**src/rtl/board_test_pkg.sv**
```systemverilog
// Shared types and constants for the board-test LED sequencer: mode encoding,
// LED width and the pattern each mode starts from.
package board_test_pkg;

  localparam int LED_WIDTH = 6;

  typedef enum logic [1:0] {
    COUNT = 2'd0,
    SHIFT = 2'd1,
    BLINK = 2'd2,
    PAUSE = 2'd3
  } mode_e;

  localparam logic [LED_WIDTH-1:0] INIT_COUNT = 6'b000000;
  localparam logic [LED_WIDTH-1:0] INIT_SHIFT = 6'b000001;
  localparam logic [LED_WIDTH-1:0] INIT_BLINK = 6'b000000;

  localparam logic DIR_UP   = 1'b0;
  localparam logic DIR_DOWN = 1'b1;

  function automatic mode_e next_mode(input mode_e m);
    mode_e r;
    r = COUNT;
    case (m)
      COUNT:   r = SHIFT;
      SHIFT:   r = BLINK;
      BLINK:   r = PAUSE;
      PAUSE:   r = COUNT;
      default: r = COUNT;
    endcase
    return r;
  endfunction

  // PAUSE has no fixed start value: it freezes whatever was showing.
  function automatic logic [LED_WIDTH-1:0] init_pattern(input mode_e m,
                                                        input logic [LED_WIDTH-1:0] cur);
    logic [LED_WIDTH-1:0] r;
    r = cur;
    case (m)
      COUNT:   r = INIT_COUNT;
      SHIFT:   r = INIT_SHIFT;
      BLINK:   r = INIT_BLINK;
      PAUSE:   r = cur;
      default: r = cur;
    endcase
    return r;
  endfunction

endpackage

```
**src/rtl/board_test_debounce.sv**
```systemverilog
// One pushbutton: 2-flop synchronizer, counting debouncer and a one-cycle
// press pulse on the released->pressed transition of the debounced level.
module board_test_debounce #(
  parameter int DEBOUNCE_CYCLES = 1024
) (
  input  logic clk,
  input  logic rst,
  input  logic btn_n,
  output logic press
);

  localparam int CW = $clog2(DEBOUNCE_CYCLES);
  localparam logic [CW-1:0] CNT_MAX = CW'(DEBOUNCE_CYCLES - 1);

  logic          sync1_q, sync1_d;
  logic          sync2_q, sync2_d;
  logic          level_q, level_d;
  logic [CW-1:0] cnt_q, cnt_d;
  logic [1:0]    vld_q, vld_d;
  logic          armed_q, armed_d;

  // armed only after a genuinely sampled released level, so a button held
  // through reset release cannot produce a press until it is let go.
  always_comb begin
    sync1_d = btn_n;
    sync2_d = sync1_q;
    vld_d   = {vld_q[0], 1'b1};
    armed_d = armed_q | (vld_q[1] & sync2_q);
    level_d = level_q;
    cnt_d   = '0;
    press   = 1'b0;
    if (sync2_q != level_q) begin
      if (cnt_q == CNT_MAX) begin
        level_d = sync2_q;
        press   = armed_q & ~sync2_q;
      end else begin
        cnt_d = cnt_q + 1'b1;
      end
    end
  end

  always_ff @(posedge clk or posedge rst) begin
    if (rst) begin
      sync1_q <= 1'b1;
      sync2_q <= 1'b1;
      level_q <= 1'b1;
      cnt_q   <= '0;
      vld_q   <= 2'b00;
      armed_q <= 1'b0;
    end else begin
      sync1_q <= sync1_d;
      sync2_q <= sync2_d;
      level_q <= level_d;
      cnt_q   <= cnt_d;
      vld_q   <= vld_d;
      armed_q <= armed_d;
    end
  end

endmodule

```
**src/rtl/board_test_led_sequencer.sv**
```systemverilog
// Board bring-up LED sequencer: two buttons select mode and direction, a
// prescaler paces the pattern. Optional PWM dimming under LED_SEQ_PWM_EN.
module board_test_led_sequencer
  import board_test_pkg::*;
#(
  parameter int TICK_DIV        = 65536,
  parameter int DEBOUNCE_CYCLES = 1024
`ifdef LED_SEQ_PWM_EN
  , parameter int PWM_DUTY      = 8
`endif
) (
  input  logic                 clk,
  input  logic                 rst,
  input  logic                 s1_n,
  input  logic                 s2_n,
  output logic [LED_WIDTH-1:0] led_n,
  output logic [1:0]           mode,
  output logic                 tick
);

  localparam int PW = $clog2(TICK_DIV);
  localparam logic [PW-1:0] PRE_MAX = PW'(TICK_DIV - 1);

  logic                 s1_press, s2_press;
  mode_e                mode_q, mode_d;
  logic                 dir_q, dir_d;
  logic [LED_WIDTH-1:0] pattern_q, pattern_d;
  logic [PW-1:0]        presc_q, presc_d;

  board_test_debounce #(.DEBOUNCE_CYCLES(DEBOUNCE_CYCLES)) u_db_s1 (
    .clk   (clk),
    .rst   (rst),
    .btn_n (s1_n),
    .press (s1_press)
  );

  board_test_debounce #(.DEBOUNCE_CYCLES(DEBOUNCE_CYCLES)) u_db_s2 (
    .clk   (clk),
    .rst   (rst),
    .btn_n (s2_n),
    .press (s2_press)
  );

  assign tick = (presc_q == PRE_MAX);

  // Button events outrank the tick: a coinciding step is simply dropped.
  always_comb begin
    mode_d    = mode_q;
    dir_d     = dir_q;
    pattern_d = pattern_q;
    presc_d   = tick ? '0 : presc_q + 1'b1;
    if (s1_press && s2_press) begin
      pattern_d = init_pattern(mode_q, pattern_q);
      presc_d   = '0;
    end else if (s1_press) begin
      mode_d    = next_mode(mode_q);
      pattern_d = init_pattern(mode_d, pattern_q);
      presc_d   = '0;
    end else if (s2_press) begin
      dir_d = ~dir_q;
    end else if (tick) begin
      case (mode_q)
        COUNT:   pattern_d = (dir_q == DIR_UP) ? pattern_q + 1'b1 : pattern_q - 1'b1;
        SHIFT:   pattern_d = (dir_q == DIR_UP) ? {pattern_q[LED_WIDTH-2:0], pattern_q[LED_WIDTH-1]}
                                               : {pattern_q[0], pattern_q[LED_WIDTH-1:1]};
        BLINK:   pattern_d = ~pattern_q;
        PAUSE:   pattern_d = pattern_q;
        default: pattern_d = pattern_q;
      endcase
    end
  end

  always_ff @(posedge clk or posedge rst) begin
    if (rst) begin
      mode_q    <= COUNT;
      dir_q     <= DIR_UP;
      pattern_q <= '0;
      presc_q   <= '0;
    end else begin
      mode_q    <= mode_d;
      dir_q     <= dir_d;
      pattern_q <= pattern_d;
      presc_q   <= presc_d;
    end
  end

  assign mode = mode_q;

`ifdef LED_SEQ_PWM_EN
  logic [3:0] pwm_cnt_q, pwm_cnt_d;
  logic       pwm_on;

  // Duty compared in 5 bits so PWM_DUTY=16 means always on.
  always_comb begin
    pwm_cnt_d = pwm_cnt_q + 4'd1;
    pwm_on    = ({1'b0, pwm_cnt_q} < 5'(PWM_DUTY));
  end

  always_ff @(posedge clk or posedge rst) begin
    if (rst) pwm_cnt_q <= 4'd0;
    else     pwm_cnt_q <= pwm_cnt_d;
  end

  assign led_n = ~(pattern_q & {LED_WIDTH{pwm_on}});
`else
  assign led_n = ~pattern_q;
`endif

endmodule

```
**config.mk**
```make
export PLATFORM = sky130hd
export DESIGN_NAME = board_test_led_sequencer
export DESIGN_NICKNAME = d
export VERILOG_FILES = /design/src/rtl/board_test_pkg.sv /design/src/rtl/board_test_debounce.sv /design/src/rtl/board_test_led_sequencer.sv
export SDC_FILE = /design/constraint.sdc
export NUM_CORES = 1
export LEC_CHECK = 0
export BUFFER_PORTS_ARGS = -buffer_cell sky130_fd_sc_hd__buf_2
export CELL_PAD_IN_SITES_DETAIL_PLACEMENT = 1
export CELL_PAD_IN_SITES_GLOBAL_PLACEMENT = 1
export CORE_MARGIN = 8
export CORE_UTILIZATION = 48
export CTS_CLUSTER_SIZE = 20
export DETAILED_ROUTE_END_ITERATION = 7
export MAX_ROUTING_LAYER = met4
export PLACE_DENSITY_LB_ADDON = 0.2
export SLEW_MARGIN = 15
export SYNTH_ARGS = -nofsm -noshare
export SYNTH_HDL_FRONTEND = slang
export SYNTH_HIERARCHICAL = 1
export SYNTH_SLANG_ARGS = --single-unit
```
**constraint.sdc**
```tcl
create_clock -name clk -period 3 [get_ports clk]
set_input_delay 0.9 -clock clk [delete_from_list [all_inputs] [get_ports clk]]
set_output_delay 0.9 -clock clk [all_outputs]
set_load 0.02 [all_outputs]
```
==> flow_summary.html <==
<table>
<tr><th>Metric</th><th>Value</th></tr>
<tr><th colspan="2">Outcome</th></tr>
<tr><td>Result of the run</td><td>finished, final reports clean</td></tr>
<tr><th colspan="2">Floorplanning</th></tr>
<tr><td>Overall die area</td><td>0.00901 mm^2</td></tr>
<tr><td>Height of the die</td><td>94.9 um</td></tr>
<tr><td>Die boundary width</td><td>94.9 um</td></tr>
<tr><td>Starting density of the core</td><td>0.502</td></tr>
<tr><td>Std-Cell Core Area</td><td>0.00596 mm^2</td></tr>
<tr><td># IOs</td><td>13</td></tr>
<tr><td>Row cnt</td><td>28</td></tr>
<tr><th colspan="2">Setup path</th></tr>
<tr><td>Critical path endpoint category</td><td>output port</td></tr>
<tr><td>Endpoint of the worst register-to-register path</td><td>pattern_q[5]$_DFFE_PP0P_</td></tr>
<tr><td>Setup slack of the most critical reg-to-reg path</td><td>0.40 ns</td></tr>
<tr><td>Ordered list of cells on the worst path</td><td>ha_1 -&gt; nand4_1 -&gt; nor4_4 -&gt; buf_2</td></tr>
<tr><td>Crit. Startpoint</td><td>presc_q[0]$_DFF_PP0_</td></tr>
<tr><td>WS Path Type</td><td>reg -&gt; out</td></tr>
<tr><td>Crit start category</td><td>flip-flop</td></tr>
<tr><td>Maximum single-stage delay on the critical path</td><td>0.40 ns</td></tr>
<tr><td>Destination of the critical timing path</td><td>tick</td></tr>
<tr><td>FF-to-FF path depth</td><td>9</td></tr>
<tr><td>Startpoint of the worst register-to-register path</td><td>u_db_s2/cnt_q[0]$_DFF_PP0_</td></tr>
<tr><td>Data arrival time of the critical path</td><td>1.78 ns</td></tr>
<tr><td>CP max stage cell</td><td>sky130_fd_sc_hd__dfrtp_1</td></tr>
<tr><td>Maximum net fanout on the critical path</td><td>4</td></tr>
<tr><td>Data required, critical path</td><td>2.10 ns</td></tr>
<tr><th colspan="2">Final layout</th></tr>
<tr><td>Finished Layout Cells</td><td>402</td></tr>
<tr><td>Antenna diode instance count</td><td>0</td></tr>
<tr><td>Post-route cell area</td><td>0.00337 mm^2</td></tr>
<tr><td>Nets</td><td>339</td></tr>
<tr><td>Share of post-route cells with drive strength above 1</td><td>0.165</td></tr>
<tr><td>Most common cell after layout, fill and taps aside</td><td>sky130_fd_sc_hd__dfrtp_1</td></tr>
<tr><td>Layout-stage area growth over the synthesis result</td><td>12.8%</td></tr>
<tr><td>Most used cells in the layout excluding fill and tap cells</td><td>sky130_fd_sc_hd__dfrtp_1 (51), sky130_fd_sc_hd__nor2_1 (34), sky130_fd_sc_hd__nand2_1 (21), sky130_fd_sc_hd__inv_1 (17), sky130_fd_sc_hd__a21oi_1 (16)</td></tr>
<tr><th colspan="2">STA</th></tr>
<tr><td>Final Hold Vio Count</td><td>0</td></tr>
<tr><td>RSZ-0062 raised after global routing</td><td>no</td></tr>
<tr><td>Number of max-slew violations in the final report</td><td>0</td></tr>
<tr><td>Final WS setup</td><td>0.324 ns</td></tr>
<tr><td>Total negative slack for setup checks</td><td>0 ns</td></tr>
<tr><td>F_max</td><td>374 MHz</td></tr>
<tr><td>Transition time at the pin with the least slew margin</td><td>0.687 ns</td></tr>
<tr><td>Final cycle utilization of the critical path</td><td>0.892</td></tr>
<tr><td>Final worst path period need</td><td>2.68 ns</td></tr>
<tr><td>Worst Hold Slack</td><td>0.342 ns</td></tr>
<tr><td>Worst Clk Skew</td><td>0.00978 ns</td></tr>
<tr><td>Slew HR</td><td>0.542</td></tr>
<tr><td>Final-report setup violation count</td><td>0</td></tr>
<tr><th colspan="2">Placed design</th></tr>
<tr><td>Final Wtd Congestion</td><td>0.838</td></tr>
<tr><td>Total of buffers placed on input and output ports</td><td>12</td></tr>
<tr><td>Placed cell count</td><td>386</td></tr>
<tr><td>Pre-CTS WS</td><td>0.460 ns</td></tr>
<tr><td>Area after detailed placement</td><td>0.00315 mm^2</td></tr>
<tr><td>Placed wire-length estimate after detailed placement</td><td>4.56 mm</td></tr>
<tr><th colspan="2">Synth</th></tr>
<tr><td>Post-Synthesis Net Count</td><td>318</td></tr>
<tr><td>Synth async-reset ratio</td><td>1.00</td></tr>
<tr><td>Distinct cell type count after synthesis</td><td>44</td></tr>
<tr><td>Fraction of post-synthesis cell area in the top cell type by area</td><td>0.427</td></tr>
<tr><td>Most area-consuming cells after synthesis</td><td>sky130_fd_sc_hd__dfrtp_1 (43%), sky130_fd_sc_hd__dfstp_2 (5.3%), sky130_fd_sc_hd__ha_1 (5.0%)</td></tr>
<tr><td>Prevailing post-synth register cell</td><td>sky130_fd_sc_hd__dfrtp_1</td></tr>
<tr><td>Post-synth EDFFs</td><td>0</td></tr>
<tr><td>Syn Std Cell Area</td><td>0.00299 mm^2</td></tr>
<tr><td>Synthesized area per cell</td><td>9.93 um^2</td></tr>
<tr><td>Count of mapped cells out of synthesis</td><td>301</td></tr>
<tr><td>Register bit total from synthesis</td><td>57</td></tr>
<tr><td>Sequential-to-total area share from yosys stat</td><td>0.480</td></tr>
<tr><td>Count of synthesis-stage warnings from yosys</td><td>6</td></tr>
<tr><td>Yosys top cell by area</td><td>sky130_fd_sc_hd__dfrtp_1</td></tr>
<tr><th colspan="2">Clock tree</th></tr>
<tr><td>TritonCTS clock tree</td><td>done</td></tr>
<tr><td>Number of clock sinks seen by CTS</td><td>57</td></tr>
<tr><td>Post-CTS sizing</td><td>0</td></tr>
<tr><td>Clock network latency to the later pin of the worst-skew pair</td><td>0.34 ns</td></tr>
<tr><td>H-Tree Depth</td><td>3</td></tr>
<tr><td>Hold buffer count at CTS</td><td>0</td></tr>
<tr><td>Max clock buf depth</td><td>2</td></tr>
<tr><td>Cts bufs inserted</td><td>9</td></tr>
<tr><td>Number of post-CTS setup repair buffers</td><td>0</td></tr>
<tr><td>CTS Root Buffer Type</td><td>sky130_fd_sc_hd__clkbuf_8</td></tr>
<tr><td>Clock transition at the registers of the reported paths</td><td>0.07 ns</td></tr>
<tr><th colspan="2">Route</th></tr>
<tr><td>Average routed wire per standard cell</td><td>16.8 um</td></tr>
<tr><td>Residual antenna-violating net count after detailed routing</td><td>0</td></tr>
<tr><td>DRC violation count after routing</td><td>0</td></tr>
<tr><td>Detailed-route via count</td><td>2266</td></tr>
<tr><td>Final wirelength</td><td>6.77 mm</td></tr>
<tr><td>DR vias/cell</td><td>5.64</td></tr>
<tr><td>Violation count after the first detailed-routing iteration</td><td>69</td></tr>
<tr><td>DRT Pass-1 Iters</td><td>4</td></tr>
<tr><th colspan="2">GRT</th></tr>
<tr><td>Antenna violations before repair</td><td>0</td></tr>
<tr><td>Pin count of the biggest net entering global routing</td><td>26</td></tr>
<tr><td>Global-route total usage across every layer</td><td>0.175</td></tr>
<tr><td>Global-route wire length before repair</td><td>11.9 mm</td></tr>
<tr><td>Overall overflow remaining after global route</td><td>0</td></tr>
<tr><td>Number of global-route vias before repair</td><td>2434</td></tr>
<tr><th colspan="2">Power and ir drop</th></tr>
<tr><td>Power density over the cells</td><td>490 mW/mm^2</td></tr>
<tr><td>Seq pwr share</td><td>0.482</td></tr>
<tr><td>Static leakage</td><td>1.48 nW</td></tr>
<tr><td>Gate power share</td><td>0.025</td></tr>
<tr><td>Proportion of total power due to net switching</td><td>0.222</td></tr>
<tr><td>P_sw</td><td>0.000367 W</td></tr>
<tr><td>Maximum VDD drop</td><td>494 uV</td></tr>
<tr><td>Internal power component</td><td>0.00128 W</td></tr>
<tr><td>Clock share of power</td><td>0.493</td></tr>
<tr><th colspan="2">Worst hold path</th></tr>
<tr><td>Worst hold path class</td><td>reg -&gt; reg</td></tr>
<tr><th colspan="2">Job</th></tr>
<tr><td>Maximum capacitance violations</td><td>0</td></tr>
</table>
per-stage QoR:
stage / total power [W] / util
3_5_place_dp: 0.000852 / 0.529
4_1_cts: 0.00168 / 0.566
5_1_grt: 0.00172 / 0.566
6_report: 0.00165 / 0.566
2_1_floorplan: 0.000836 / -
3_3_place_gp: 0.000849 / 0.529
power groups by stage:
stage | clock, W | combinational [W] | sequential (W)
3_5_place_dp | 0 | 0.0000437 | 0.000808
3_3_place_gp | 0 | 0.0000423 | 0.000807
5_1_grt | 0.000872 | 0.0000507 | 0.000796
2_1_floorplan | 0 | 0.0000301 | 0.000806
6_report | 0.000813 | 0.0000420 | 0.000795
4_1_cts | 0.000838 | 0.0000443 | 0.000795
cells by family after synthesis:
group           Yosys count  synth area share
flops                    57             0.480
other cells               2           0.00251
buf+inv                  23            0.0289
simple gates            114             0.200
fa+ha+maj                13            0.0570
xor+xnor                 27            0.0791
compound gates           59             0.130
mux                       6            0.0222
layer usage:
layer | track usage | part of all wire
met2 | 0.269 | 0.49
met1 | 0.218 | 0.47
met4 | 0.0572 | 0.012
met5 | - | 0
met3 | 0.0460 | 0.028
cell usage after synthesis, drive strengths merged (3+ instances only):
library cell / instances
dfrtp: 51
or4: 5
a21o: 7
nor2: 34
a221oi: 3
dfstp: 6
o21ai: 12
nand3: 17
xnor2: 12
xor2: 15
ha: 12
mux2: 5
o31ai: 7
inv: 17
and3: 3
and4: 4
a22oi: 3
clkbuf: 6
nand2b: 4
a21oi: 17
nand2: 21
nor3: 7
or3: 6
nand4: 9
how the worst min path moves through the flow:
| stage | start | to | slack (ns) | cells past startpoint |
|---|---|---|---|---|
| after floorplan | u_db_s1/vld_q[0]$_DFF_PP0_ | u_db_s1/vld_q[1]$_DFF_PP0_ | 0.33 | 0 |
| after global placement | u_db_s2/vld_q[0]$_DFF_PP0_ | u_db_s2/vld_q[1]$_DFF_PP0_ | 0.33 | 0 |
| after detailed placement | u_db_s1/vld_q[0]$_DFF_PP0_ | u_db_s1/vld_q[1]$_DFF_PP0_ | 0.34 | 0 |
| after CTS | u_db_s1/vld_q[0]$_DFF_PP0_ | u_db_s1/vld_q[1]$_DFF_PP0_ | 0.35 | 0 |
| after global routing | u_db_s1/vld_q[0]$_DFF_PP0_ | u_db_s1/vld_q[1]$_DFF_PP0_ | 0.36 | 0 |
| final | u_db_s1/vld_q[0]$_DFF_PP0_ | u_db_s1/vld_q[1]$_DFF_PP0_ | 0.34 | 0 |
flip-flops by register name (all words and copies together), names as in the netlist:
name / flops
presc_q: 16
u_db_s1/cnt_q: 10
u_db_s2/cnt_q: 10
pattern_q: 6
mode: 2
u_db_s1/vld_q: 2
u_db_s2/vld_q: 2
dir_q: 1
u_db_s1/armed_q: 1
u_db_s1/level_q: 1
u_db_s1/sync1_q: 1
u_db_s1/sync2_q: 1
u_db_s2/armed_q: 1
u_db_s2/level_q: 1
u_db_s2/sync1_q: 1
u_db_s2/sync2_q: 1
critical path, delay by kind of cell, from the launching register on:
| kind | cells | cell delay (ns) |
|---|---|---|
| buf+inv | 1 | 0.23 |
| flops | 1 | 0.40 |
| simple gates | 2 | 0.54 |
| fa+ha+maj | 1 | 0.26 |
layout make-up:
cell class                 instances  area (um^2)
multi-input combinational        221         1470
clock inverter                     5         78.8
fill                             688         2590
sequential                        57         1430
clock buffer                      11          141
timing repair buffer              16         90.1
tap                               75         93.8
inverter                          17         63.8
Note: power is estimated with default switching activity, not from simulation.
